**src/rtl/watch_pkg.sv**
```systemverilog
// Shared digit types, field maxima and the wrap value for the stopwatch counter.
package watch_pkg;

  localparam int unsigned BCD_W   = 4;
  localparam int unsigned FIELD_W = 2 * BCD_W;
  localparam int unsigned COUNT_W = 3 * FIELD_W;

  typedef logic [BCD_W-1:0] bcd_t;

  localparam bcd_t ONES_MAX   = 4'd9;
  localparam bcd_t HUND_MAX_T = 4'd9;
  localparam bcd_t SEC_MAX_T  = 4'd5;
  localparam bcd_t MIN_MAX_T  = 4'd5;

  localparam logic [COUNT_W-1:0] ROLL_VAL = 24'h59_59_99;

  // Wrap at or above the maximum so no out-of-range code can persist.
  function automatic bcd_t bcd_wrap_inc(input bcd_t d, input bcd_t max);
    return (d >= max) ? '0 : bcd_t'(d + BCD_W'(1));
  endfunction

endpackage

```
**src/rtl/bcd_digit.sv**
```systemverilog
// One BCD digit of the stopwatch cascade: synchronous clear, increment with
// wrap at MAX, and a combinational carry into the next digit.
module bcd_digit
  import watch_pkg::*;
#(
  parameter bcd_t MAX = 4'd9
) (
  input  logic clk,
  input  logic clr,
  input  logic inc,
  output bcd_t q,
  output logic carry
);

  bcd_t q_nxt;

  always_comb begin
    q_nxt = q;
    if (clr) begin
      q_nxt = '0;
    end else if (inc) begin
      q_nxt = bcd_wrap_inc(q, MAX);
    end
  end

  // Reloads every cycle so the stored value always comes from q_nxt.
  always_ff @(posedge clk) begin
    q <= q_nxt;
  end

  assign carry = inc & (q == MAX);

endmodule

```
**src/rtl/watch_count.sv**
```systemverilog
// Stopwatch time base and MM:SS.hh BCD counter.
// Optional lap-hold display freeze is built when LAP_HOLD_EN is defined.
module watch_count
  import watch_pkg::*;
#(
  parameter int unsigned TICK_DIV = 100000,
  parameter int unsigned TICK_W   = 17
) (
  input  logic               CLK,
  input  logic               RESET,
  input  logic               CLKEN,
  input  logic               RST,
`ifdef LAP_HOLD_EN
  input  logic               LAP,
`endif
  output logic [FIELD_W-1:0] HUND,
  output logic [FIELD_W-1:0] SEC,
  output logic [FIELD_W-1:0] MIN,
  output logic               TICK,
  output logic               ROLLOVER,
  output logic               HOLD
);

  logic              clr;
  logic              tick_c;
  logic [TICK_W-1:0] presc;
  logic [5:0]        carry;
  bcd_t              d0, d1, d2, d3, d4, d5;
  logic [COUNT_W-1:0] live;
  logic [COUNT_W-1:0] disp;

  assign clr    = RESET | RST;
  assign tick_c = CLKEN & ~clr & (presc == TICK_W'(TICK_DIV - 1));

  // Prescaler freezes (keeping the partial tick) while CLKEN is low.
  always_ff @(posedge CLK) begin
    if (clr) begin
      presc <= '0;
    end else if (CLKEN) begin
      presc <= tick_c ? '0 : presc + TICK_W'(1);
    end
  end

  bcd_digit #(.MAX(ONES_MAX))   u_hund_ones (.clk(CLK), .clr(clr), .inc(tick_c),   .q(d0), .carry(carry[0]));
  bcd_digit #(.MAX(HUND_MAX_T)) u_hund_tens (.clk(CLK), .clr(clr), .inc(carry[0]), .q(d1), .carry(carry[1]));
  bcd_digit #(.MAX(ONES_MAX))   u_sec_ones  (.clk(CLK), .clr(clr), .inc(carry[1]), .q(d2), .carry(carry[2]));
  bcd_digit #(.MAX(SEC_MAX_T))  u_sec_tens  (.clk(CLK), .clr(clr), .inc(carry[2]), .q(d3), .carry(carry[3]));
  bcd_digit #(.MAX(ONES_MAX))   u_min_ones  (.clk(CLK), .clr(clr), .inc(carry[3]), .q(d4), .carry(carry[4]));
  bcd_digit #(.MAX(MIN_MAX_T))  u_min_tens  (.clk(CLK), .clr(clr), .inc(carry[4]), .q(d5), .carry(carry[5]));

  assign live = {d5, d4, d3, d2, d1, d0};

  // A carry out of the minutes-tens digit is exactly the 59:59.99 wrap.
  always_ff @(posedge CLK) begin
    if (clr) begin
      TICK     <= 1'b0;
      ROLLOVER <= 1'b0;
    end else begin
      TICK     <= tick_c;
      ROLLOVER <= carry[5];
    end
  end

`ifdef LAP_HOLD_EN
  logic               hold;
  logic [COUNT_W-1:0] snap;

  // Snapshot the displayed live count when entering hold; count keeps running.
  always_ff @(posedge CLK) begin
    if (clr) begin
      hold <= 1'b0;
      snap <= '0;
    end else if (LAP) begin
      hold <= ~hold;
      if (!hold) begin
        snap <= live;
      end
    end
  end

  assign disp = hold ? snap : live;
  assign HOLD = hold;
`else
  assign disp = live;
  assign HOLD = 1'b0;
`endif

  assign {MIN, SEC, HUND} = disp;

endmodule
```
**config.mk**
```make
export PLATFORM = sky130hd
export DESIGN_NAME = watch_count
export DESIGN_NICKNAME = d
export VERILOG_FILES = /design/src/rtl/watch_pkg.sv /design/src/rtl/bcd_digit.sv /design/src/rtl/watch_count.sv
export SDC_FILE = /design/constraint.sdc
export NUM_CORES = 1
export LEC_CHECK = 0
export ABC_AREA = 1
export CORE_MARGIN = 2
export CORE_UTILIZATION = 45
export CTS_CLUSTER_SIZE = 8
export DETAILED_ROUTE_END_ITERATION = 8
export MAX_ROUTING_LAYER = met4
export PLACE_DENSITY = 0.67
export SLEW_MARGIN = 20
export SYNTH_ARGS = -nofsm -noshare
export SYNTH_HDL_FRONTEND = slang
export SYNTH_SLANG_ARGS = --single-unit
```
**constraint.sdc**
```tcl
create_clock -name CLK -period 1.82 [get_ports CLK]
set_clock_uncertainty 0.05 [all_clocks]
set_input_delay 0.273 -clock CLK [delete_from_list [all_inputs] [get_ports CLK]]
set_output_delay 0.273 -clock CLK [all_outputs]
set_load 0.03 [all_outputs]
```
==> impl_metrics.env <==
export IMPL_critical_path_buf_inv_count=1
export IMPL_yosysMostFrequentCell="nand2_1"
export IMPL_synth_yosys_seq_area_share_pct=34.21
export IMPL_first_global_vias=2120
export IMPL_clock_tree_buffer_depth=2
export IMPL_fin_total_pwr_w=0.001772
export IMPL_synth_top_area_share_pct=34.21
export IMPL_clk_latency_ns=0.29
export IMPL_fin_area_mm2=0.003267
export IMPL_hp_class="flip-flop to flip-flop"
export IMPL_die_x_um=78.78
export IMPL_ant_nets=0
export IMPL_ys_ff_latch=43
export IMPL_final_util_pct=60.06
export IMPL_first_pass_iters=4
export IMPL_async_flop_share_pct=0
export IMPL_hpwl_um=3981
export IMPL_arrival_ns=1.43
export IMPL_placed_cell_area_mm2=0.003080
export IMPL_drv_slew=0
export IMPL_synthesis_nets=367
export IMPL_antenna_found_initial=0
export IMPL_worstPathMaxFanout=5
export IMPL_cts_max_level=2
export IMPL_cts_tree="built"
export IMPL_drcViolationCount=0
export IMPL_yosys_top_cells_count="66 x nand2_1, 53 x inv_1, 51 x nor2_1, 43 x dfxtp_1, 19 x ha_1"
export IMPL_grt_max_degree=14
export IMPL_clk_pin_slew_worst_paths_ns=0.08
export IMPL_syn_avg_cell_area_um2=7.314
export IMPL_drive_above_1_share_pct=19.12
export IMPL_syn_to_final_growth_pct=29.84
export IMPL_critical_path_slowest_cell="clkdlybuf4s50_1"
export IMPL_ys_flop_type="dfxtp_1"
export IMPL_cts_buffers=5
export IMPL_synth_edf_count=0
export IMPL_placementRows=27
export IMPL_crit_family="buffers and inverters"
export IMPL_synthCells=344
export IMPL_die_area_mm2=0.006206
export IMPL_status="completed"
export IMPL_nNetsFinal=430
export IMPL_critPathKind="flip-flop to output pin"
export IMPL_overflow=0
export IMPL_finalHoldViolCount=0
export IMPL_cp_slowest_stage_delay_ns=0.71
export IMPL_cts_sinks=43
export IMPL_power_density_mw_per_mm2=542.4
export IMPL_dr_total_vias=2268
export IMPL_crit_required_ns=1.50
export IMPL_cts_root_buf="clkbuf_8"
export IMPL_yosys_warnings=0
export IMPL_crit_chain="clkdlybuf4s50_1"
export IMPL_timing_hold_ws_ns=0.4073
export IMPL_power_leakage_nw=1.460
export IMPL_pre_cts_slack_ns=-0.1909
export IMPL_ios=31
export IMPL_wl_per_cell_um=10.78
export IMPL_synth_distinct_cells=33
export IMPL_io_buffers=29
export IMPL_gp_congestion=0.8388
export IMPL_layout_min_cycle_time_ns=1.750
export IMPL_finalCritPeriodShare_pct=96.17
export IMPL_cp_end_kind="output pin"
export IMPL_setup_slack_ns=0.06977
export IMPL_fmax_mhz=571.4
export IMPL_diodes=0
export IMPL_start_kind="flip-flop"
export IMPL_die_h_um=78.78
export IMPL_track_usage_pct=18.27
export IMPL_yosysTopAreaCell="dfxtp_1"
export IMPL_synth_area_top_cells="dfxtp_1 34%, nand2_1 9.8%, ha_1 9.4%, inv_1 7.9%, nor2_1 7.6%"
export IMPL_wl_um=5175
export IMPL_grt_first_pass_wirelength_um=9004
export IMPL_core_mm2=0.005439
export IMPL_drv_cap=0
export IMPL_setup_violations_final=0
export IMPL_drt_vias_per_instance=4.725
export IMPL_vdd_drop_max_uv=447.1
export IMPL_detail_route_iter0_violations=76
export IMPL_initial_core_util_pct=46.26
export IMPL_syn_area_mm2=0.002516
## final timing paths
path,startpoint,end,slack [ns],depth (start not counted)
hold / removal,presc[10],presc[10],0.41,2
setup / recovery,u_sec_tens.q[0],SEC[4],0.07,1
setup reg to reg,u_hund_ones.q[0],u_min_ones.q[1],0.15,11
hold reg to reg,presc[10],presc[10],0.41,2
## power by group
group | leakage, nW | switching (W) | total (W) | internal (W)
clock network | 0.0612 | 0.000320 | 0.000764 | 0.000444
logic | 1.05 | 0.0000374 | 0.0000639 | 0.0000265
registers | 0.350 | 0.00000249 | 0.000944 | 0.000942
total | 1.46 | 0.000359 | 0.00177 | 0.00141
## per-layer routing
layer,routed length (um),up-vias,track usage (%)
met5,0,-,-
met4,31,0,3.684
met3,236,5,3.750
met2,2412,45,29.32
met1,2494,1013,24.07
li1,-,1205,-
## flip-flops by register name, indices dropped and copies added (netlist names)
name	flops
ROLLOVER	1
TICK	1
presc	17
u_hund_ones.q	4
u_hund_tens.q	4
u_min_ones.q	4
u_min_tens.q	4
u_sec_ones.q	4
u_sec_tens.q	4
## final cells by class
type	count	area, um^2
well taps	72	90.09
flip-flops and latches	43	869.6
repair buffers	58	519.2
clock inverters	2	35.03
inverters	59	221.5
clock buffers	6	82.58
fillers	509	2172
multi-input cells	240	1449
## kinds of logic (layout without fill, tap and decap cells)
kind of cell / Yosys count / after routing / share of synthesized area, %
AND/OR/NAND/NOR: 175 / 176 / 35.50
buffers and inverters: 62 / 125 / 9.697
XOR/XNOR: 12 / 12 / 4.177
other: 1 / 1 / 0.1490
flip-flops: 43 / 43 / 34.21
AO/OA/AOI/OAI: 32 / 32 / 6.813
adder cells (fa/ha/maj): 19 / 19 / 9.448
## timing repair
action,4_1_cts,5_1_grt
setup buffers,0,2
gates resized for setup,1,17
setup endpoints to repair,1,17
cloned,0,1
hold buffers,0,0
pin swaps,0,9
## stage by stage
step,cells,setup TNS [ns]
after detailed placement,469,-3.433
after global routing,480,-0.004947
final,480,0
after CTS,477,0
after global placement,469,-2.091
after floorplan,344,-0.02044
## layout by cell type, fill, tap and decap left out, drive strengths merged, types with 2 or more instances in the layout
master	n
xor2	11
nand3	16
ha	19
dlymetal6s2s	5
a21oi	18
dfxtp	43
nand2	71
nor3b	3
buf	29
nand4	10
o21ai	8
a31oi	2
nor3	13
a211oi	2
clkbuf	6
clkdlybuf4s50	23
nor2	61
inv	59
Note: power is estimated with default switching activity, not from simulation.
